File: src/rtl/regfile_access_arbiter.sv
// Round-robin arbiter that serialises single-beat register accesses from
// NUM_REQ requesters onto one shared datapath, with a ready timeout.
module regfile_access_arbiter #(
  parameter int NUM_REQ = 4,
  parameter int ADDR_W  = 2,
  parameter int DATA_W  = 2,
  parameter int TIMEOUT = 7
) (
  input  logic                      clk,
  input  logic                      reset,
  input  logic [NUM_REQ-1:0]        req,
  input  logic [NUM_REQ-1:0]        req_we,
  input  logic [NUM_REQ*ADDR_W-1:0] req_addr,
  input  logic [NUM_REQ*DATA_W-1:0] req_wdata,
  output logic [NUM_REQ-1:0]        grant,
  output logic [NUM_REQ-1:0]        ack,
  output logic                      err,
  output logic [DATA_W-1:0]         rdata,
  output logic                      mem_en,
  output logic                      mem_we,
  output logic [ADDR_W-1:0]         mem_addr,
  output logic [DATA_W-1:0]         mem_wdata,
  input  logic                      mem_ready,
  input  logic [DATA_W-1:0]         mem_rdata,
  output logic                      busy
);

  localparam int          PTR_W  = (NUM_REQ > 1) ? $clog2(NUM_REQ) : 1;
  localparam logic [7:0]  TO_CNT = 8'(TIMEOUT);

  typedef enum logic [1:0] {S_IDLE, S_ISSUE, S_WAIT, S_ACK} state_t;

  state_t           state;
  logic [PTR_W-1:0] ptr;
  logic [PTR_W-1:0] win;
  logic             we_q;
  logic [7:0]       cnt;

  logic [PTR_W-1:0] cand;
  logic [PTR_W-1:0] win_idx;
  logic             win_found;

  // Scan ptr+1, ptr+2, ... so the last-served requester is considered last.
  // NOTE: every always_comb output gets a default first so no latch is inferred.
  always_comb begin
    win_found = 1'b0;
    win_idx   = '0;
    cand      = '0;
    for (int k = 1; k <= NUM_REQ; k++) begin
      cand = PTR_W'((int'(ptr) + k) % NUM_REQ);
      if (!win_found && req[cand]) begin
        win_found = 1'b1;
        win_idx   = cand;
      end
    end
  end

  assign busy = (state != S_IDLE);

  // NOTE: sequential state uses non-blocking assignments only, so every flop
  // samples the pre-edge value of every other flop.
  always_ff @(posedge clk) begin
    if (reset) begin
      state     <= S_IDLE;
      ptr       <= PTR_W'(NUM_REQ - 1);
      win       <= '0;
      we_q      <= 1'b0;
      cnt       <= '0;
      grant     <= '0;
      ack       <= '0;
      err       <= 1'b0;
      rdata     <= '0;
      mem_en    <= 1'b0;
      mem_we    <= 1'b0;
      mem_addr  <= '0;
      mem_wdata <= '0;
    end else begin
      ack    <= '0;
      err    <= 1'b0;
      mem_en <= 1'b0;
      mem_we <= 1'b0;
      case (state)
        S_IDLE: begin
          if (win_found) begin
            win       <= win_idx;
            we_q      <= req_we[win_idx];
            mem_addr  <= req_addr[win_idx*ADDR_W +: ADDR_W];
            mem_wdata <= req_wdata[win_idx*DATA_W +: DATA_W];
            grant     <= NUM_REQ'(1) << win_idx;
            mem_en    <= 1'b1;
            mem_we    <= req_we[win_idx];
            state     <= S_ISSUE;
          end
        end
        S_ISSUE: begin
          cnt   <= '0;
          state <= S_WAIT;
        end
        S_WAIT: begin
          if (mem_ready) begin
            if (!we_q) rdata <= mem_rdata;
            ack   <= NUM_REQ'(1) << win;
            ptr   <= win;
            state <= S_ACK;
          end else if (cnt == TO_CNT - 8'd1) begin
            // TIMEOUT-th WAIT cycle without ready: abort with err.
            err   <= 1'b1;
            ack   <= NUM_REQ'(1) << win;
            ptr   <= win;
            state <= S_ACK;
          end else begin
            cnt <= cnt + 8'd1;
          end
        end
        S_ACK: begin
          grant <= '0;
          state <= S_IDLE;
        end
        default: state <= S_IDLE;
      endcase
    end
  end

endmodule

File: config.mk
export PLATFORM = sky130hd
export DESIGN_NAME = regfile_access_arbiter
export DESIGN_NICKNAME = d
export VERILOG_FILES = /design/src/rtl/regfile_access_arbiter.sv
export SDC_FILE = /design/constraint.sdc
export NUM_CORES = 1
export LEC_CHECK = 0
export CAP_MARGIN = 5
export CORE_ASPECT_RATIO = 0.6
export CORE_MARGIN = 8
export CORE_UTILIZATION = 35
export DETAILED_ROUTE_END_ITERATION = 10
export PLACE_DENSITY = 0.69
export SYNTH_ARGS = -nofsm -noshare
export SYNTH_HDL_FRONTEND = slang
export SYNTH_SLANG_ARGS = --single-unit
File: constraint.sdc
create_clock -name clk -period 3.68 [get_ports clk]
set_clock_uncertainty 0.1 [all_clocks]
set_input_delay 0.736 -clock clk [delete_from_list [all_inputs] [get_ports clk]]
set_output_delay 0.736 -clock clk [all_outputs]
set_load 0.03 [all_outputs]
* Word-level counts from Yosys, hierarchy flattened
Index checks and enable logic that the tools add are counted.
** Word-level totals
- Flip-flop bits (word level) :: 32
- Bits of input ports :: 29
- Output and inout port bits :: 18
- Logic and storage cells :: 93
** Operators by class
- Add/subtract/negate cells :: 5
- $lt $le $gt $ge :: 5
- Eq/ne operators :: 8
- Shift operators :: 4
- Mux-type cells :: 33
- Bitwise gates (word level) :: 4
- Reduce and logical (&&, ||, !) cells :: 21
** Operators with widths (number)
- $mux W2 :: 9
- $mux W8 :: 2
- $pmux W8 S2 :: 1
- $shiftx A8 B4 Y2 :: 2
- $lt A2 B3 Y1 const B :: 5
- $mux W4 :: 3
- $mux W1 :: 11
- $bmux W1 S2 :: 5
- $add A8 B1 Y8 const B :: 1
- $eq A8 B3 Y1 const B :: 1
- $pmux W2 S4 :: 1
- $pmux W4 S2 :: 1
- $reduce_and A2 Y1 :: 4
- $reduce_bool A2 Y1 :: 4
- $shl A1 B2 Y4 const A :: 2
- $ne A2 B2 Y1 const B :: 3
- $reduce_and A3 Y1 :: 2
- $reduce_or A3 Y1 :: 2
- $add A2 B1 Y2 const B :: 2
- $add A2 B2 Y2 const B :: 2
- $eq A2 B2 Y1 const B :: 2
- $not A1 Y1 :: 4
- $reduce_or A2 Y1 :: 2
- $logic_and A1 B1 Y1 :: 3
- 4 further kinds :: 6

* Logic depth before layout (Yosys ltp)
Gate-level depths: netlist of run 1.
- Depth after elaboration :: 16
- Mapped depth :: 8
- Mapped depth without buffers :: 7

* Worst setup path after synthesis of run 1
No wires, ideal clock.
- Path type :: input to register
- Start point :: in req[2]
- End point :: reg we_q
- Library setup time :: 0.135 ns
- Data arrival time :: 1.814 ns
- Path slack :: 1.631 ns
- Stages on the path :: 6
- Path buffers :: 1
- Path through :: or3b_1 -> o21ai_2 -> a21o_4 -> buf_8 -> mux2i_1 -> o211ai_1
** On the way
- Longest elaborated chain between the ends :: 14
- Elaborated cells on any way between the ends :: 25
** RTL lines
- start, declared :: RTL line 11 : input logic [NUM_REQ-1:0] req,
- $bmux W1 S2 :: RTL line 51 : if (!win_found && req[cand]) begin
- $mux W1 (not written as such) :: RTL line 51
- $mux W1 :: RTL line 51
- $logic_not A1 Y1 :: RTL line 51
- $logic_and A1 B1 Y1 :: RTL line 51
- $mux W1 :: RTL line 51
- $logic_not A1 Y1 :: RTL line 51
- $logic_and A1 B1 Y1 :: RTL line 51
- $mux W1 :: RTL line 51
- $logic_not A1 Y1 :: RTL line 51
- $logic_and A1 B1 Y1 :: RTL line 51
- $mux W2 :: RTL line 51
- $bmux W1 S2 :: RTL line 86 : we_q <= req_we[win_idx];
- $mux W1 (not written as such) :: RTL line 86
- end signal, assigned :: RTL line 86
- end, declared :: RTL line 36 : logic we_q;
Parallel ways exist; a longest one is shown, timed or not. The select of a mux whose other input is x is not followed.
A chain may end at the register's enable or synchronous reset.

* Final worst setup path of run 1
- Start point :: reg state[0]
- End point :: out busy
** On the way
- Longest elaborated chain between the ends :: 1
** RTL lines
- start, declared :: RTL line 33 : state_t state;
- start signal, assigned :: RTL line 64 : state <= S_IDLE;
- start signal, assigned :: RTL line 92 : state <= S_ISSUE;
- start signal, assigned :: RTL line 97 : state <= S_WAIT;
- $reduce_bool A2 Y1 :: RTL line 58 : assign busy = (state != S_IDLE);
- end, declared :: RTL line 25 : output logic busy
Every way passes these cells.

==> impl_metrics.env, run 1 <==
export IMPL_yosys_top_cells_area="dfxtp_1 (39%), a211oi_1 (5.5%), ha_1 (5.3%), nor2_1 (5.0%), a21oi_1 (3.6%)"
export IMPL_cts_repair_resized=0
export IMPL_worstSkewPairLatency_ps=290
export IMPL_min_path_cells=2
export IMPL_fmax_ghz=0.381
export IMPL_hold_buffers=0
export IMPL_initialDrtViolationCount=69
export IMPL_grt_max_degree=26
export IMPL_ys_seq_area_share_pct=38.8
export IMPL_wl_per_cell_um=14.1
export IMPL_finalSetupViolations=0
export IMPL_finalWirelength_um=4320
export IMPL_irDropWorstVdd_uv=227
export IMPL_num_fill_cells=453
export IMPL_synth_area_sq_um=1650
export IMPL_crit_arrival_ps=1790
export IMPL_cts_tree="built"
export IMPL_worstPathRequired_ps=2840
export IMPL_avgSynthCellArea_sq_um=8.59
export IMPL_p_leak_nw=0.876
export IMPL_grtUsageTotal_pct=12.2
export IMPL_reg2reg_depth=7
export IMPL_final_common_cell="clkdlybuf4s50_1"
export IMPL_rr_endpoint="grant[0]"
export IMPL_grt_overflow=0
export IMPL_max_cap_violations=0
export IMPL_p_comb_share_pct=43.4
export IMPL_yosysTopAreaCell="dfxtp_1"
export IMPL_grt_pass1_vias=1374
export IMPL_cts_htree_levels=2
export IMPL_critPathKind="reg -> out"
export IMPL_hold_path_endpoint="grant[0]"
export IMPL_die_x_um=105
export IMPL_cp_end_kind="output pin"
export IMPL_slew_violations=0
export IMPL_port_buffers=46
export IMPL_finalHoldViolCount=0
export IMPL_die_area_sq_um=7240
export IMPL_post_cts_buffers=0
export IMPL_p_sw_share_pct=40.7
export IMPL_clock_power_share_pct=20.7
export IMPL_grt_antenna_before_repair=0
export IMPL_place_congestion=0.807
export IMPL_p_total_mw=1.29
export IMPL_yosys_area_top_type_share_pct=38.8
export IMPL_r2r_start="state[0]"
export IMPL_route_detailed_drc=0
export IMPL_dr_pass1_iters=4
export IMPL_pin_count=47
export IMPL_power_density_nw_per_um2=574
export IMPL_die_h_um=69.2
export IMPL_fin_nets=277
export IMPL_clk_pin_slew_worst_paths_ps=60
export IMPL_seq_power_share_pct=35.9
export IMPL_fin_crit_sh_pct=71.3
export IMPL_placementRows=19
export IMPL_syn_inst=192
export IMPL_setup_reg_to_reg_worst_slack_ps=1610
export IMPL_cp_max_fo=4
export IMPL_grt_pass1_wl_um=7090
export IMPL_max_slew_margin_pct=40.9
export IMPL_numCtsBuffers=5
export IMPL_final_min_clock_period_ps=2620
export IMPL_route_vias_total=1485
export IMPL_rsz0062_at_grt="false"
export IMPL_crit_path_start_kind="flop"
export IMPL_syn_num_nets=228
export IMPL_start_util_pct=36.1
export IMPL_tightestPinTransition_ps=883
export IMPL_areaGrowthSynthToFinish_pct=36.6
export IMPL_place_hpwl_um=3390
export IMPL_switchingPower_uw=525
export IMPL_outcome="complete, no violations"
export IMPL_final_cell_mix="clkdlybuf4s50_1 (46), dfxtp_1 (32), nor2_1 (22)"
export IMPL_clkSinkCount=32
export IMPL_cts_root_buf="clkbuf_8"
export IMPL_via_per_inst=4.87
export IMPL_diodes=0
export IMPL_core_area_sq_um=4560
export IMPL_clockBufferDepth=2
export IMPL_p_int_uw=767
export IMPL_hold_class="reg -> reg"
export IMPL_ys_ff_latch=32
export IMPL_holdCritStartpoint="grant[0]"
export IMPL_ys_warn_count=0
export IMPL_final_setup_tns_ps=0
export IMPL_yosysUniqueCellTypes=46
export IMPL_final_antenna_net_count=0
export IMPL_drive_above_1_share_pct=6.61
==> cell type report <==
| cell class | count | area [sq um] | share of cell area (%) |
|---|---|---|---|
| clock inverters | 3 | 18.8 | 0.833 |
| flip-flops and latches | 32 | 641 | 28.4 |
| clock buffers | 5 | 68.8 | 3.06 |
| repair buffers | 47 | 468 | 20.8 |
| well taps | 63 | 78.8 | 3.50 |
| inverters | 16 | 60.1 | 2.67 |
| multi-input cells | 139 | 917 | 40.7 |
==> power by group through the flow <==
stage / Clock, mW / Combinational, mW / Sequential (mW)
2_1_floorplan: 0 / 0.295 / 0.534
3_3_place_gp: 0 / 0.556 / 0.470
3_5_place_dp: 0 / 0.562 / 0.469
4_1_cts: 0.276 / 0.564 / 0.464
5_1_grt: 0.295 / 0.612 / 0.473
6_report: 0.267 / 0.561 / 0.464
==> critical path, stage by stage (launching register included) <==
cell and delay, ps:
dfxtp_1 370, inv_1 100, ha_1 260, inv_1 90, clkdlybuf4s50_1 680
==> synth_stat cells (all sizes together) <==
cell     n
a22o     1
ha       7
o22ai    1
or3b     1
nand3    4
a211oi  13
a31oi    2
a211o    2
o21bai   4
buf      2
nor2b    1
mux2i    6
inv     16
xor2     2
o31ai    2
nor3     3
nand4    1
and3     6
xnor2    1
a31o     1
or3      1
dfxtp   32
or2      1
nor3b    1
nor4     4
and3b    1
nor2    22
a221oi   1
a21o     1
nor4b    2
nand2   13
o211ai   2
a21oi   12
nand2b   6
o21ai    9
clkbuf   3
a32oi    1
and2     1
nand3b   3
==> flip-flops by register name, summed over array words and instances (netlist names), 2 cells and up <==
signal,flops
ptr,2
win,2
cnt,8
rdata,2
grant,4
ack,4
state,2
mem_addr,2
mem_wdata,2
==> logic make-up (layout without fill, tap and decap cells) <==
group / after synthesis / after routing / share of synthesized area, %
AND/OR/NAND/NOR: 71 / 71 / 22.5
AO/OA/AOI/OAI: 52 / 52 / 22.5
flip-flops: 32 / 32 / 38.8
buffers and inverters: 21 / 71 / 5.54
adder cells (fa/ha/maj): 7 / 7 / 5.31
multiplexers: 6 / 6 / 3.64
XOR/XNOR: 3 / 3 / 1.59
==> metal layers <==
metal | wire, um | part of all wire [%] | global-route usage [%]
met1 | 2330 | 54 | 17.5
met2 | 1610 | 37 | 14.4
met3 | 315 | 7.3 | 6.22
met4 | 61 | 1.4 | 4.72
met5 | 0 | 0 | 0
==> metrics by stage <==
step                      std cells  setup WS (ps)  util [%]  hold slack, ps  area [sq um]
after floorplan                 192           1630         -             346          1650
after global placement          297            999      47.4             348          2160
after detailed placement        297            881      47.4             356          2160
after CTS                       305           1030      49.3             367          2250
after global routing            305            976      49.3             395          2250
final                           305           1060      49.3             366          2250
==> worst max path at each step <==
stage                         from  cells past startpoint  endpoint  slack [ps]
after floorplan             req[2]                      6      we_q        1630
after global placement      req[3]                      6      we_q        1000
after detailed placement    req[1]                      6  grant[3]         880
after CTS                 state[0]                      4      busy        1030
after global routing      state[0]                      4      busy         980
final                     state[0]                      4      busy        1060
No activity file was read; power rests on OpenSTA's default activity.
==> run 2, diff against run 1 <==
clock period = 2.65 ns   (was 3.68 ns; I/O delays follow)
==> impl_metrics.env, run 2 (synthesis gave the netlist of run 1 again) <==
export IMPL_place_hpwl_um=3300
export IMPL_numCtsBuffers=5
export IMPL_fin_nets=279
export IMPL_p_sw_share_pct=39.3
export IMPL_pin_count=47
export IMPL_power_density_nw_per_um2=800
export IMPL_drive_above_1_share_pct=7.38
export IMPL_grt_pass1_wl_um=7300
export IMPL_port_buffers=46
export IMPL_clk_pin_slew_worst_paths_ps=70
export IMPL_top_register="cnt"
export IMPL_grt_pass1_vias=1476
export IMPL_seq_power_share_pct=35.4
export IMPL_clkSinkCount=32
export IMPL_cts_root_buf="clkbuf_8"
export IMPL_irDropWorstVdd_uv=383
export IMPL_cp_slowest_stage_delay_ps=680
export IMPL_die_area_sq_um=7240
export IMPL_worstSkewPairLatency_ps=280
export IMPL_finalWirelength_um=4180
export IMPL_clock_power_share_pct=21.2
export IMPL_initialDrtViolationCount=77
export IMPL_fin_crit_sh_pct=91.6
export IMPL_clockBufferDepth=2
export IMPL_critPathKind="reg -> out"
export IMPL_route_detailed_drc=0
export IMPL_final_setup_tns_ps=0
export IMPL_finalHoldViolCount=0
export IMPL_crit_slowest_cell="clkdlybuf4s50_1"
export IMPL_crit_path_start_kind="flop"
export IMPL_crit_chain="inv_1 > ha_1 > inv_1 > clkdlybuf4s50_1"
export IMPL_core_area_sq_um=4560
export IMPL_post_cts_buffers=0
export IMPL_reg_largest_list="cnt: 8 flops, ack: 4 flops, grant: 4 flops"
export IMPL_cts_repair_resized=0
export IMPL_max_slew_margin_pct=55.7
export IMPL_p_comb_share_pct=43.3
export IMPL_cts_tree="built"
export IMPL_grtUsageTotal_pct=12.2
export IMPL_largest_reg_flops=8
export IMPL_p_leak_nw=0.888
export IMPL_final_cell_area_sq_um=2270
export IMPL_diodes=0
export IMPL_final_cell_mix="clkdlybuf4s50_1 (46), dfxtp_1 (32), nor2_1 (22)"
export IMPL_cts_htree_levels=2
export IMPL_fmax_ghz=0.412
export IMPL_tightestPinTransition_ps=662
export IMPL_place_congestion=0.819
export IMPL_final_common_cell="clkdlybuf4s50_1"
export IMPL_final_antenna_net_count=0
export IMPL_switchingPower_uw=715
export IMPL_cp_end_kind="output pin"
export IMPL_rsz0062_at_grt="false"
export IMPL_holdWs_ps=358
export IMPL_grt_antenna_before_repair=0
export IMPL_hold_buffers=0
export IMPL_grt_max_degree=21
export IMPL_hold_class="reg -> reg"
export IMPL_die_h_um=69.2
export IMPL_cp_max_fo=4
export IMPL_worstPathRequired_ps=2020
export IMPL_p_int_mw=1.10
export IMPL_wl_per_cell_um=13.6
export IMPL_final_min_clock_period_ps=2430
export IMPL_outcome="complete, no violations"
export IMPL_die_x_um=105
export IMPL_crit_arrival_ps=1800
export IMPL_crit_top_cell="inv_1"
export IMPL_finalSetupViolations=0
export IMPL_areaGrowthSynthToFinish_pct=37.8
export IMPL_placed_cell_area_sq_um=2180
export IMPL_grt_overflow=0
export IMPL_slew_violations=0
export IMPL_route_vias_total=1523
export IMPL_via_per_inst=4.96
export IMPL_placementRows=19
export IMPL_dr_pass1_iters=4
export IMPL_max_cap_violations=0
export IMPL_start_util_pct=36.1
[run 2: cell count changes in the layout (fill, tap and decap cells not counted), sizes merged]
| cell | delta |
|---|---|
| clkinv | -1 |
| clkbuf | +1 |
| buf | +2 |
[run 2: routing by layer]
layer | up-vias | routed length (um) | GRT usage [%]
li1 | 791 | - | -
met1 | 685 | 2200 | 17.0
met2 | 39 | 1620 | 15.8
met3 | 8 | 299 | 5.10
met4 | 0 | 61 | 4.72
met5 | - | 0 | 0
[run 2: final cells by class]
cell class	instances	area [sq um]
Multi-Input combinational cell	139	917
Tap cell	63	78.8
Inverter	16	60.1
Clock buffer	6	82.6
Timing Repair Buffer	49	483
Fill cell	448	2290
Sequential cell	32	641
Clock inverter	2	10.0
[run 2: through the flow]
| stage | cells | utilization (%) | setup WS (ps) | total power [mW] |
|---|---|---|---|---|
| after floorplan | 192 | - | 807 | 1.15 |
| after global placement | 299 | 47.8 | 151 | 1.44 |
| after detailed placement | 299 | 47.8 | 101 | 1.44 |
| after CTS | 307 | 49.8 | 211 | 1.84 |
| after global routing | 307 | 49.8 | 147 | 1.95 |
| final | 307 | 49.8 | 222 | 1.82 |
[run 2: worst paths after layout]
| kind | from | to | slack [ps] | depth (start not counted) |
|---|---|---|---|---|
| max reg2reg | state[0] | grant[0] | 610 | 7 |
| min reg2reg | grant[1] | grant[1] | 360 | 2 |
| min | grant[1] | grant[1] | 360 | 2 |
| max | state[0] | busy | 220 | 4 |
[run 2: worst max-delay path: cells and delay by family, from the launching register on]
family / cells / cell delay [ps]
buffers and inverters: 3 / 870
DFF: 1 / 380
adders and majority gates: 1 / 260
[run 2: power by group through the flow]
stage	sequential [mW]	clock (mW)	combinational, mW
floorplan	0.741	0	0.410
global placement	0.653	0	0.782
CTS	0.644	0.400	0.793
detailed placement	0.653	0	0.789
finish	0.644	0.386	0.788
global route	0.658	0.426	0.867
==> run 3, diff against run 2 <==
GPL_TIMING_DRIVEN = 0   (was default)
RECOVER_POWER = 50   (was default)
==> impl_metrics.env, run 3 (synthesis gave the netlist of run 1 again) <==
export IMPL_critPathKind="reg -> out"
export IMPL_route_detailed_drc=0
export IMPL_final_min_clock_period_ps=2410
export IMPL_irDropWorstVdd_uv=345
export IMPL_grt_pass1_vias=1499
export IMPL_initialDrtViolationCount=46
export IMPL_die_h_um=69.2
export IMPL_core_area_sq_um=4560
export IMPL_clkSinkCount=32
export IMPL_dr_pass1_iters=4
export IMPL_p_leak_nw=0.939
export IMPL_hold_buffers=0
export IMPL_cts_htree_levels=2
export IMPL_wl_per_cell_um=14.7
export IMPL_fin_nets=281
export IMPL_fmax_ghz=0.415
export IMPL_final_cell_mix="dfxtp_1 (32), clkdlybuf4s50_1 (28), nor2_1 (22)"
export IMPL_rsz0062_at_grt="false"
export IMPL_cp_slowest_stage_delay_ps=680
export IMPL_place_hpwl_um=3470
export IMPL_slew_violations=0
export IMPL_cp_max_fo=4
export IMPL_fin_crit_sh_pct=90.8
export IMPL_die_area_sq_um=7240
export IMPL_die_x_um=105
export IMPL_cts_repair_resized=0
export IMPL_max_slew_margin_pct=45.7
export IMPL_place_congestion=0.835
export IMPL_pin_count=47
export IMPL_power_density_nw_per_um2=823
export IMPL_holdWs_ps=355
export IMPL_crit_top_cell="inv_1"
export IMPL_clk_pin_slew_worst_paths_ps=70
export IMPL_worstSkewPairLatency_ps=290
export IMPL_cts_tree="built"
export IMPL_crit_chain="inv_1 > ha_1 > inv_1 > clkdlybuf4s50_1"
export IMPL_final_antenna_net_count=0
export IMPL_drive_above_1_share_pct=6.10
export IMPL_worstPathRequired_ps=2020
export IMPL_grt_antenna_before_repair=0
export IMPL_finalSetupViolations=0
export IMPL_final_common_cell="dfxtp_1"
export IMPL_grt_pass1_wl_um=7530
export IMPL_final_setup_tns_ps=0
export IMPL_start_util_pct=36.1
export IMPL_max_cap_violations=0
export IMPL_outcome="complete, no violations"
export IMPL_finalHoldViolCount=0
export IMPL_grt_max_degree=11
export IMPL_crit_slowest_cell="clkdlybuf4s50_1"
export IMPL_reg_largest_list="cnt: 8 flops, ack: 4 flops, grant: 4 flops"
export IMPL_finalWirelength_um=4530
export IMPL_num_fill_cells=466
export IMPL_via_per_inst=5.06
export IMPL_largest_reg_flops=8
export IMPL_clockBufferDepth=2
export IMPL_hold_class="reg -> reg"
export IMPL_port_buffers=46
export IMPL_diodes=0
export IMPL_grtUsageTotal_pct=12.7
export IMPL_numCtsBuffers=5
export IMPL_cts_root_buf="clkbuf_8"
export IMPL_crit_path_start_kind="flop"
export IMPL_grt_overflow=0
export IMPL_post_cts_buffers=0
export IMPL_route_vias_total=1562
export IMPL_areaGrowthSynthToFinish_pct=38.8
export IMPL_tightestPinTransition_ps=807
export IMPL_placementRows=19
export IMPL_crit_arrival_ps=1780
export IMPL_top_register="cnt"
export IMPL_cp_end_kind="output pin"
-- run 3: per-layer routing --
metal  vias up  GRT usage (%)  part of all wire [%]
li1        790              -                     -
met1       729           17.7                    54
met2        35           17.1                    39
met3         8           5.10                   6.1
met4         0           3.77                   1.1
met5         -              0                     0
-- run 3: power breakdown --
group          leakage (nW)  total, mW  switching, mW  internal [mW]
logic                 0.623      0.779          0.481          0.298
clock network        0.0552      0.467          0.188          0.279
registers             0.261      0.639         0.0658          0.573
-- run 3: cell type report --
type	count	area [sq um]	share of cell area, %
Timing Repair Buffer	46	460	20.1
Tap cell	63	78.8	3.44
Clock inverter	2	35.0	1.53
Clock buffer	6	72.6	3.17
Buffer	5	31.3	1.37
Sequential cell	32	641	28.0
Inverter	16	60.1	2.62
Multi-Input combinational cell	139	911	39.8
-- run 3: worst paths after layout --
path                            slack (ps)  endpoint     start  cells after the start
worst max register to register         440    ptr[0]    cnt[0]                      7
worst min register to register         350  grant[2]  grant[2]                      2
worst max-delay path                   240      busy  state[0]                      4
worst min-delay path                   350  grant[2]  grant[2]                      2
-- run 3: critical path, delay by kind of cell (launching register included) --
kind,cells,cell delay [ps]
adders and majority gates,1,250
buffers and inverters,3,860
DFF,1,370
-- run 3: stage by stage --
step	area, sq um	util, %	instances	worst slack (ps)	total power, mW
2_1_floorplan	1650	-	192	807	1.15
3_3_place_gp	2190	47.9	301	66.2	1.43
3_5_place_dp	2190	47.9	301	73.6	1.44
4_1_cts	2300	50.3	309	242	1.91
5_1_grt	2290	50.2	309	173	1.99
6_report	2290	50.2	309	243	1.89
